**config.mk**
```make
export PLATFORM = sky130hd
export DESIGN_NAME = paddle_motion
export DESIGN_NICKNAME = d
export VERILOG_FILES = /design/src/rtl/paddle_motion.sv
export SDC_FILE = /design/constraint.sdc
export NUM_CORES = 1
export LEC_CHECK = 0
export CAP_MARGIN = 20
export CORE_MARGIN = 10
export CORE_UTILIZATION = 60
export CTS_CLUSTER_SIZE = 10
export DETAILED_ROUTE_END_ITERATION = 10
export PLACE_DENSITY = 0.84
export SLEW_MARGIN = 20
export SYNTH_ARGS = -nofsm -noshare
export SYNTH_HDL_FRONTEND = slang
export SYNTH_SLANG_ARGS = --single-unit
```
**constraint.sdc**
```tcl
create_clock -name clock -period 16.4 [get_ports clock]
set_input_delay 2.46 -clock clock [delete_from_list [all_inputs] [get_ports clock]]
set_output_delay 2.46 -clock clock [all_outputs]
set_load 0.01 [all_outputs]
```
**src/rtl/paddle_motion.sv**
```systemverilog
// Paddle controller: per-tick motion with a hold-to-accelerate speed ramp, hard clamping
// at both playfield limits, and an auto mode that tracks the ball for a CPU player.
module paddle_motion #(
  parameter int unsigned POS_W        = 9,
  parameter int unsigned HEIGHT       = 40,
  parameter int unsigned MIN_POS      = 0,
  parameter int unsigned MAX_POS      = 240,
  parameter int unsigned START_POS    = 100,
  parameter int unsigned MAX_SPEED    = 4,
  parameter int unsigned AI_MAX_SPEED = 2,
  parameter int unsigned ACCEL_TICKS  = 4,
  parameter int unsigned AI_DEADBAND  = 2
) (
  input  logic             clock,
  input  logic             reset,
  input  logic             tick,
  input  logic             mode,
  input  logic             up,
  input  logic             down,
  input  logic [POS_W-1:0] ball_pos,
  output logic [POS_W-1:0] paddle_pos,
  output logic [3:0]       speed,
  output logic             at_top,
  output logic             at_bottom
);

  // One spare bit so sums and differences near the limits never wrap.
  localparam int unsigned ExtW  = POS_W + 1;
  localparam int unsigned HoldW = (ACCEL_TICKS > 1) ? $clog2(ACCEL_TICKS) : 1;

  localparam logic [ExtW-1:0]  TopPos   = ExtW'(MAX_POS - HEIGHT);
  localparam logic [ExtW-1:0]  BotPos   = ExtW'(MIN_POS);
  localparam logic [ExtW-1:0]  HalfH    = ExtW'(HEIGHT / 2);
  localparam logic [ExtW-1:0]  Deadband = ExtW'(AI_DEADBAND);
  localparam logic [HoldW-1:0] HoldLast = HoldW'(ACCEL_TICKS - 1);
  localparam logic [3:0]       ManCap   = 4'(MAX_SPEED);
  localparam logic [3:0]       AutoCap  = 4'(AI_MAX_SPEED);
  localparam logic [POS_W-1:0] StartPos = POS_W'(START_POS);
  localparam logic             StartTop = (START_POS == MAX_POS - HEIGHT);
  localparam logic             StartBot = (START_POS == MIN_POS);

  typedef enum logic [1:0] {StIdle, StMovePos, StMoveNeg} state_e;
  typedef enum logic [1:0] {DirNone, DirPos, DirNeg} dir_e;

  state_e           state_q, state_d;
  dir_e             dir;
  logic [HoldW-1:0] hold_q, hold_d;
  logic [3:0]       speed_d;
  logic [3:0]       cap;
  logic [ExtW-1:0]  pos_ext, pos_d, centre, ball_ext, step_ext;
  logic             mode_q;

  assign pos_ext  = {1'b0, paddle_pos};
  assign ball_ext = {1'b0, ball_pos};
  assign centre   = pos_ext + HalfH;
  assign cap      = mode ? AutoCap : ManCap;

  always_comb begin
    dir = DirNone;
    if (mode) begin
      if (ball_ext > centre + Deadband) begin
        dir = DirPos;
      end else if (ball_ext + Deadband < centre) begin
        dir = DirNeg;
      end
    end else if (up && !down) begin
      dir = DirPos;
    end else if (down && !up) begin
      dir = DirNeg;
    end
  end

  always_comb begin
    state_d  = StIdle;
    speed_d  = 4'd0;
    hold_d   = '0;
    pos_d    = pos_ext;
    step_ext = '0;
    // A mode switch costs one idle tick regardless of the inputs.
    if (mode == mode_q && dir != DirNone) begin
      state_d = (dir == DirPos) ? StMovePos : StMoveNeg;
      if (state_q == state_d) begin
        if (hold_q == HoldLast) begin
          hold_d  = '0;
          speed_d = (speed >= cap) ? cap : speed + 4'd1;
        end else begin
          hold_d  = hold_q + 1'b1;
          speed_d = speed;
        end
      end else begin
        speed_d = 4'd1;
        hold_d  = '0;
      end
      step_ext = ExtW'(speed_d);
      if (dir == DirPos) begin
        if (pos_ext + step_ext >= TopPos) begin
          pos_d   = TopPos;
          speed_d = 4'd1;
          hold_d  = '0;
        end else begin
          pos_d = pos_ext + step_ext;
        end
      end else begin
        if (pos_ext < BotPos + step_ext) begin
          pos_d   = BotPos;
          speed_d = 4'd1;
          hold_d  = '0;
        end else begin
          pos_d = pos_ext - step_ext;
        end
      end
    end
  end

  always_ff @(posedge clock) begin
    if (reset) begin
      state_q    <= StIdle;
      hold_q     <= '0;
      mode_q     <= mode;
      paddle_pos <= StartPos;
      speed      <= 4'd0;
      at_top     <= StartTop;
      at_bottom  <= StartBot;
    end else if (tick) begin
      state_q    <= state_d;
      hold_q     <= hold_d;
      mode_q     <= mode;
      paddle_pos <= pos_d[POS_W-1:0];
      speed      <= speed_d;
      at_top     <= (pos_d == TopPos);
      at_bottom  <= (pos_d == BotPos);
    end
  end

endmodule

```
==> impl_metrics.csv, run 1 <==
group,metric,value,unit
global_routing,grt_max_degree,20,
timing,worst_slew_pin_slew,0.7178,ns
worst_setup_path,cp.required,16.57,ns
cts,clk_path_buf_depth,2,
synthesis,synth_area_leader_cell,"ha_1",
floorplan,dieHeight,87.16,um
drt,drcViolationCount,0,
cts,insertion_delay,0.27,ns
worst_setup_path,worst-setup-path-type,"input port to register",
pwr,p_per_area,68.78,mW/mm^2
status,status,"finished, final reports clean",
drt,dr.pass1.iters,5,
floorplan,io-pin-count,30,
cts,clock-root-buffer,"clkbuf_8",
floorplan,core_area,0.004354,mm^2
synthesis,synthTopCellsByCount,"33 x ha_1, 29 x nand2_1, 25 x inv_1",
finish,layout.nets,410,
worst_setup_path,critPathArrivalTime,8.51,ns
synthesis,syn_avg_cell_area,7.960,um^2
cts,post_cts_buffers,0,
synthesis,synth_area,0.002706,mm^2
drt,ant_nets,0,
drt,routed_wl,7371,um
place,gp_congestion,0.9681,
global_routing,grtUsageTotal,19.77,%
place,place_ws,7.864,ns
cts,cts.htree.levels,1,
timing,slew_headroom,52.08,%
timing,finClkSkew,0.01204,ns
timing,hold_viol,0,
cts,cts_buffers,3,
drt,routedWlPerCell,17.93,um
worst_setup_path,ff2ff_path_depth,26,
finish,finish.utilization,69.77,%
synthesis,ys_types,67,
global_routing,grt_pass1_vias,2620,
timing,final-max-slew-violation-count,0,
synthesis,ys_ff_latch,20,
cts,clk_pin_slew,0.07,ns
place,dpl_cell_area,0.002967,mm^2
pwr,power,0.2089,mW
global_routing,met2_usage,32.11,%
timing,final.setup.worst_slack,8.059,ns
floorplan,dieWidth,87.16,um
global_routing,grt_pass1_wl,12480,um
finish,diodes,0,
worst_setup_path,start_kind,"input port",
drt,via_per_inst,6.411,
global_routing,antenna_found_initial,0,
finish,layout.cells.non_filler,411,
place,place_hpwl,5752,um
timing,finalCritPeriodShare,50.86,%
timing,whs,0.4744,ns
run,cap_violations,0,
drt,drtIter0Drc,189,
synthesis,synth_ff_type,"dfxtp_1",
synthesis,synth_top_area_share,15.26,%
synthesis,ys_seq_area_share,15.16,%
timing,clock.fmax,0.1199,GHz
synthesis,synthArstFlopShare,0,%
pwr,power.leakage,1.193,nW
pwr,ir_worst_vdd,0.05356,mV
synthesis,yosysWarnings,0,
synthesis,yosys.cell_count.top_type,"ha_1",
worst_setup_path,r2r-start,"paddle_pos[4]",
worst_hold_path,whs_path_depth,2,
global_routing,overflow,0,
finish,syn2layout_area_growth,12.25,%
pwr,power.switching,0.08304,mW
global_routing,grtUsageMet3,3.933,%
timing,period_needed,8.341,ns
worst_hold_path,hp-start,"at_bottom",
drt,dr_total_vias,2635,
finish,drive_above_1_share,6.685,%
pwr,power_frac_clock,24.5,%
timing,fin_setup_tns,0,ns
pwr,p_seq_share,29.2,%
cts,cts_tree,"done",
place,dp_cells,407,
worst_setup_path,crit_fanout,19,
global_routing,met1_usage,24.96,%
pwr,comb_power_share,46.3,%
worst_setup_path,cp-startpoint,"ball_pos[1]",
floorplan,core.rowCount,24,
place,portBuffers,29,
synthesis,syn_inst,340,
synthesis,synth_nets,390,
worst_hold_path,holdCritPathClass,"register to register",
worst_setup_path,end_kind,"register",
pwr,swShare,39.74,%
cts,post_cts_resize_count,0,
timing,setup_viol,0,
global_routing,busiest_layer,"met2",
synthesis,synth_edf_count,1,
worst_setup_path,ff2ff_setup_slack,8.98,ns
finish,final_area,0.003038,mm^2
timing,grt_setup_unrepaired,"no",
floorplan,die-area,0.007597,mm^2
floorplan,initial_core_util,62.16,%
cts,postCtsHoldBufs,0,
pwr,p_int,0.1259,mW
cts,cts.sinks,20,
synthesis,synth_area_leaders,"ha_1 15%, dfxtp_1 14%, xnor2_1 4.2%",
==> layout by cell type (no fill, tap or decap), types with 3 or more instances in the layout <==
cell type        Yosys  routed
ha_1                33      33
nand2_1             29      29
clkdlybuf4s50_1      0      29
inv_1               25      25
nor2_1              23      23
a21oi_1             20      20
dfxtp_1             19      19
o21ai_0             13      13
xnor2_1             13      13
nand3_1             13      13
nor3_1              10      10
nand2b_1             7       7
a211o_1              6       6
mux2i_1              6       6
nor2b_1              6       6
xor2_1               6       6
o211ai_1             5       5
or3_1                5       5
and2_1               5       5
o21bai_1             5       5
o21a_1               4       4
nor3b_1              4       4
a211oi_1             4       4
o22ai_1              4       4
a22oi_1              3       3
nand4_1              3       3
or2_2                3       3
nor4_1               3       3
o31ai_1              3       3
o41ai_2              3       3
clkbuf_8             0       3
==> routing by layer <==
layer	share of wire (%)	vias to the layer above
li1	-	1286
met1	44	1214
met2	45	110
met3	7.2	25
met4	3.2	0
met5	0	-
==> worst max-delay path, cell delays in order <==
cell             delay (ns)
clkdlybuf4s50_1        0.56
inv_1                  0.07
ha_1                   0.31
nor2b_1                0.15
o21ai_0                0.17
o2111ai_1              0.19
o211ai_4               0.17
o21a_1                 0.57
mux2i_1                0.50
a211o_1                0.22
ha_1                   0.21
inv_1                  0.07
fa_1                   0.46
or2_1                  0.29
a221oi_2               0.26
xnor2_1                0.16
o41ai_4                0.69
nor3_1                 0.09
o32ai_1                0.45
a21oi_1                0.18
o41ai_2                0.28
==> registers in the layout (all words and copies together) (netlist names) <==
signal and count:
at_bottom 1, mode_q 1, paddle_pos 9, hold_q 2
state_q 2, at_top 1, speed 4
==> kinds of logic after synthesis <==
logic type | Yosys count | share of synthesized area [%]
fa+ha+maj | 35 | 16.74
simple gates | 122 | 23.35
compound gates | 98 | 28.80
mux | 6 | 2.219
xor+xnor | 20 | 6.750
flops | 20 | 15.16
buf+inv | 39 | 6.981
==> worst paths after layout <==
| check | to |
|---|---|
| hold / removal | at_bottom |
| setup reg to reg | at_bottom |
| hold reg to reg | at_bottom |
| setup / recovery | at_bottom |
==> cell type report <==
| type | instances | area, um^2 |
|---|---|---|
| multi-input combinational | 281 | 2107 |
| fill | 383 | 1316 |
| sequential | 20 | 410.4 |
| timing repair buffer | 29 | 290.3 |
| inverter | 25 | 93.84 |
| tap | 52 | 65.06 |
| clock buffer | 3 | 41.29 |
| clock inverter | 1 | 30.03 |
==> power groups by stage <==
stage	registers [mW]	clock network, mW	logic [mW]
after floorplan	0.0573	0	0.0741
after global placement	0.0619	0	0.0936
after detailed placement	0.0619	0	0.0944
after CTS	0.0608	0.0515	0.0954
after global routing	0.0617	0.0532	0.108
final	0.0611	0.0511	0.0967
(Power assumes the default switching activity.)
==> run 2, diff against run 1 <==
Settings changed: CORE_UTILIZATION 60 to 58, PLACE_DENSITY 0.84 to 0.82.
Clock period 16.4 ns to 8.6 ns, I/O delays scaled along.
==> run 2 against run 1 <==
Effect of this change: largest cell class unchanged; clock-buffer cell count grew 1; first-iteration DRC count up 16%; core utilization fell by 1.5 points; via count is 0.30% lower; cell area decreased by 0.16%; clock power up 67%; combinational power increased by 91%; clock skew decreased by 0.0090 ns; non-clock buffer count is the same; highest routed layer unchanged; hold slack got worse by 0.00087 ns.
==> impl_metrics.csv, run 2 (synthesized netlist as in run 1, its figures left out) <==
group,metric,value,unit
finish,layout.nets,410,
cts,post_cts_resize_count,0,
global_routing,overflow,0,
finish,mostFrequentLayoutCells,"33 x ha_1, 29 x nand2_1, 29 x clkdlybuf4s50_1, 25 x inv_1, 23 x nor2_1",
timing,clock.fmax,0.1341,GHz
worst_setup_path,critical-path-top-delay-family,"compound AO/OA/AOI/OAI gates",
worst_hold_path,hp-start,"at_top",
floorplan,initial_core_util,60.90,%
cts,clk_pin_slew,0.08,ns
place,portBuffers,29,
worst_setup_path,crit_buf_inv,1,
floorplan,core.rowCount,24,
place,gp_congestion,1.018,
place,dpl_cell_area,0.002967,mm^2
worst_setup_path,crit_slowest_cell,"o41ai_4",
drt,via_per_inst,6.392,
worst_setup_path,end_kind,"register",
timing,finalCritPeriodShare,86.69,%
finish,largest_registers,"paddle_pos x9, speed x4",
pwr,power.switching,0.1573,mW
global_routing,grt_max_degree,20,
finish,final_area,0.003033,mm^2
drt,routedWlPerCell,16.97,um
worst_setup_path,cp.required,8.78,ns
timing,period_needed,7.456,ns
finish,largest-register,"paddle_pos",
drt,met1_length,3193,um
pwr,power_frac_clock,22.1,%
cts,clk_path_buf_depth,2,
timing,setup_viol,0,
cts,cts_tree,"done",
timing,hold_viol,0,
cts,postCtsHoldBufs,0,
timing,fin_setup_tns,0,ns
drt,dr_wl_met2,2995,um
drt,dr_total_vias,2627,
worst_setup_path,critPathArrivalTime,7.63,ns
pwr,ir_worst_vdd,0.1111,mV
drt,drcViolationCount,0,
cts,post_cts_buffers,0,
worst_setup_path,worst-setup-path-type,"register to register",
worst_setup_path,cp-startpoint,"paddle_pos[2]",
pwr,p_per_area,127.1,mW/mm^2
pwr,comb_power_share,47.9,%
status,status,"finished, final reports clean",
global_routing,antenna_found_initial,0,
cts,cts.sinks,20,
timing,grt_setup_unrepaired,"no",
worst_hold_path,holdCritPathClass,"register to register",
worst_setup_path,crit_fanout,19,
place,dp_cells,407,
timing,finClkSkew,0.003043,ns
cts,clock-root-buffer,"clkbuf_8",
finish,diodes,0,
cts,cts_buffers,3,
worst_setup_path,crit_top_cell,"ha_1",
finish,mostFrequentLayoutCell,"ha_1",
timing,final-max-slew-violation-count,0,
pwr,p_int,0.2283,mW
floorplan,dieHeight,88.31,um
floorplan,dieWidth,88.31,um
worst_setup_path,critPathMaxStageDelay,0.70,ns
pwr,power.leakage,1.191,nW
floorplan,die-area,0.007799,mm^2
timing,slew_headroom,52.84,%
global_routing,grt_pass1_wl,11910,um
drt,wl_met3,665,um
finish,largest_register_ffs,9,
timing,worst_slew_pin_slew,0.7020,ns
drt,routed_wl,6973,um
global_routing,grtUsageTotal,18.59,%
finish,drive_above_1_share,6.685,%
run,cap_violations,0,
worst_setup_path,start_kind,"register",
cts,insertion_delay,0.27,ns
drt,ant_nets,0,
pwr,power,0.3856,mW
pwr,swShare,40.80,%
pwr,p_seq_share,30.0,%
floorplan,io-pin-count,30,
drt,dr.max_layer_used,"met4",
place,place_hpwl,5428,um
finish,syn2layout_area_growth,12.07,%
floorplan,core_area,0.004444,mm^2
cts,cts.htree.levels,1,
timing,whs,0.4735,ns
global_routing,grt_pass1_vias,2515,
drt,dr.pass1.iters,4,
finish,layout.cells.non_filler,411,
drt,drtIter0Drc,220,
worst_setup_path,r2r-start,"paddle_pos[2]",
-- run 2: changes by cell type in the layout (fill, tap and decap cells not counted), sizes merged --
cell / change
clkbuf: +1
bufinv: -1
-- run 2: area by class of cell --
type	count	area [um^2]
multi-input combinational	281	2107
fill	393	1411
sequential	20	410.4
timing repair buffer	29	290.3
inverter	25	93.84
clock buffer	4	66.31
tap	52	65.06
-- run 2: worst paths after layout --
check | end | slack (ns) | cells past startpoint
max | at_top | 1.14 | 25
min | at_top | 0.47 | 2
max reg2reg | at_top | 1.14 | 25
min reg2reg | at_top | 0.47 | 2
-- run 2: metrics by stage --
| stage | setup WS (ns) | utilization (%) |
|---|---|---|
| 2_1_floorplan | 2.600 | - |
| 3_3_place_gp | 1.380 | 66.75 |
| 3_5_place_dp | 1.309 | 66.75 |
| 4_1_cts | 1.289 | 68.24 |
| 5_1_grt | 0.4929 | 68.24 |
| 6_report | 1.144 | 68.24 |
-- run 2: power by group through the flow --
| stage | Clock (mW) | Sequential (mW) | Combinational (mW) |
|---|---|---|---|
| detailed placement | 0 | 0.118 | 0.180 |
| global placement | 0 | 0.117 | 0.179 |
| floorplan | 0 | 0.109 | 0.141 |
| global route | 0.0890 | 0.117 | 0.207 |
| finish | 0.0854 | 0.116 | 0.185 |
| CTS | 0.0863 | 0.115 | 0.182 |
-- run 2: metal layers --
| layer | vias to the layer above | global-route usage, % |
|---|---|---|
| met3 | 15 | 5.607 |
| met2 | 101 | 28.80 |
| li1 | 1287 | - |
| met1 | 1224 | 24.58 |
| met5 | - | 0 |
| met4 | 0 | 4.552 |
-- run 2: tightest hold or removal path, cell delays in order (launching register included) --
cell and delay [ns]:
dfxtp_1 0.34, nand2_1 0.06, o41ai_2 0.05
==> run 3, diff against run 2 <==
Settings changed: CTS_BUF_LIST from default to sky130_fd_sc_hd__clkbuf_16.
==> run 3 against run 2 <==
Effect of this change: hold slack about the same; power up 8.3%; via count down 1.1%; critical endpoint unchanged; routed wire length down 0.50%; sequential share of layout area down 0.15 points; clock skew down 0.00091 ns; largest power group unchanged.
==> impl_metrics.csv, run 3 (synthesized netlist as in run 1, its figures left out) <==
group,metric,value,unit
finish,drive_above_1_share,6.685,%
worst_hold_path,holdCritPathClass,"register to register",
worst_setup_path,cp-startpoint,"paddle_pos[4]",
finish,mostFrequentLayoutCells,"33 x ha_1, 29 x nand2_1, 29 x clkdlybuf4s50_1, 25 x inv_1, 23 x nor2_1",
worst_setup_path,cp-endpoint,"at_top",
place,gp_congestion,1.018,
worst_setup_path,crit_fanout,19,
cts,post_cts_buffers,0,
place,place_hpwl,5428,um
finish,syn2layout_area_growth,13.31,%
timing,worst_slew_pin_slew,0.6801,ns
finish,final_area,0.003067,mm^2
floorplan,core.rowCount,24,
global_routing,overflow,0,
cts,clk_pin_slew,0.06,ns
worst_setup_path,ff2ff_setup_slack,1.17,ns
worst_setup_path,timing.rr.end,"at_top",
cts,clock-root-buffer,"clkbuf_16",
finish,largest_register_ffs,9,
global_routing,grt_max_degree,20,
cts,cts_tree,"done",
finish,largest-register,"paddle_pos",
drt,routedWlPerCell,16.88,um
finish,regArea,410.4,um^2
global_routing,grt_pass1_wl,11960,um
drt,via_per_inst,6.324,
timing,grt_setup_unrepaired,"no",
drt,dr_total_vias,2599,
worst_setup_path,end_kind,"register",
worst_setup_path,cp.required,8.76,ns
floorplan,io-pin-count,30,
drt,dr.pass1.iters,4,
cts,cts_buffers,3,
cts,post_cts_resize_count,0,
finish,multi_input_area,0.002107,mm^2
global_routing,grt_pass1_vias,2519,
global_routing,grtUsageTotal,18.67,%
worst_setup_path,start_kind,"register",
cts,insertion_delay,0.26,ns
floorplan,die-area,0.007799,mm^2
timing,period_needed,7.428,ns
finish,fillers,382,
cts,postCtsHoldBufs,0,
place,portBuffers,29,
pwr,p_per_area,136.1,mW/mm^2
cts,cts.htree.levels,1,
finish,diodes,0,
run,cap_violations,0,
timing,setup_viol,0,
timing,fin_setup_tns,0,ns
timing,finalCritPeriodShare,86.37,%
finish,mostFrequentLayoutCell,"ha_1",
floorplan,core_area,0.004444,mm^2
floorplan,dieWidth,88.31,um
drt,drtIter0Drc,240,
worst_setup_path,ff2ff_path_depth,26,
worst_setup_path,r2r-start,"paddle_pos[4]",
global_routing,antenna_found_initial,0,
place,dpl_cell_area,0.002967,mm^2
drt,drcViolationCount,0,
timing,finClkSkew,0.002129,ns
timing,slew_headroom,54.66,%
timing,final-max-slew-violation-count,0,
worst_setup_path,worst-setup-path-type,"register to register",
worst_setup_path,critPathArrivalTime,7.59,ns
floorplan,initial_core_util,60.90,%
status,status,"finished, final reports clean",
drt,ant_nets,0,
pwr,ir_worst_vdd,0.1175,mV
finish,finish.utilization,69.00,%
cts,clk_path_buf_depth,2,
cts,cts.sinks,20,
finish,largest_registers,"paddle_pos x9, speed x4",
drt,routed_wl,6938,um
pwr,power.leakage,1.206,nW
finish,layout.cells.non_filler,411,
place,place_ws,1.309,ns
timing,clock.fmax,0.1346,GHz
place,dp_cells,407,
timing,hold_viol,0,
floorplan,dieHeight,88.31,um
finish,layout.nets,410,
timing,final.setup.worst_slack,1.172,ns
## run 3: routing by layer
metal	vias to the layer above	share of wire (%)	wire length (um)	global-route usage, %
li1	1281	-	-	-
met1	1203	46	3167	25.00
met2	103	44	3024	28.40
met3	12	9.6	663	5.607
met4	0	1.2	82	4.846
met5	-	0	0	0
## run 3: how the worst min path moves through the flow
stage                         start   endpoint  depth (start not counted)  slack (ns)
after floorplan           hold_q[0]  hold_q[0]                          2        0.45
after global placement       at_top     at_top                          2        0.45
after detailed placement     at_top     at_top                          2        0.45
after CTS                    at_top     at_top                          2        0.46
after global routing         at_top     at_top                          2        0.48
final                        at_top     at_top                          2        0.47
## run 3: layout make-up
cell class | count | area share, %
Tap cell | 52 | 2.122
Inverter | 25 | 3.060
Multi-Input combinational cell | 281 | 68.71
Timing Repair Buffer | 29 | 9.466
Clock buffer | 4 | 3.264
Sequential cell | 20 | 13.38
## run 3: critical path, stage by stage, from the launching register on
cell and delay (ns):
dfxtp_1 0.73, a21oi_2 0.11, xnor2_1 0.29, inv_1 0.10, or3_1 0.42, nor2_1 0.13
nand2_1 0.08, xnor2_1 0.12, ha_1 0.32, and3_1 0.16, nand4_1 0.10, and3_1 0.21
o211ai_4 0.12, o21a_1 0.60, mux2i_1 0.48, a211o_1 0.21, ha_1 0.20, inv_1 0.06
fa_1 0.45, or2_1 0.29, a221oi_2 0.25, xnor2_1 0.16, o41ai_4 0.69, nor3_1 0.09
o32ai_1 0.45, a21oi_1 0.18, o41ai_2 0.30
## run 3: metrics by stage
stage / power, mW / hold WS, ns
after detailed placement: 0.2974 / 0.4459
after floorplan: 0.2507 / 0.4492
final: 0.4174 / 0.4730
after global routing: 0.4465 / 0.4759
after CTS: 0.4162 / 0.4643
after global placement: 0.2960 / 0.4507
## run 3: power by group
group	internal, mW	total, mW	switching, mW	leakage, nW
sequential	0.0990	0.116	0.0167	0.165
combinational	0.0789	0.185	0.106	0.992
clock	0.0807	0.117	0.0364	0.0493
total	0.259	0.417	0.159	1.21
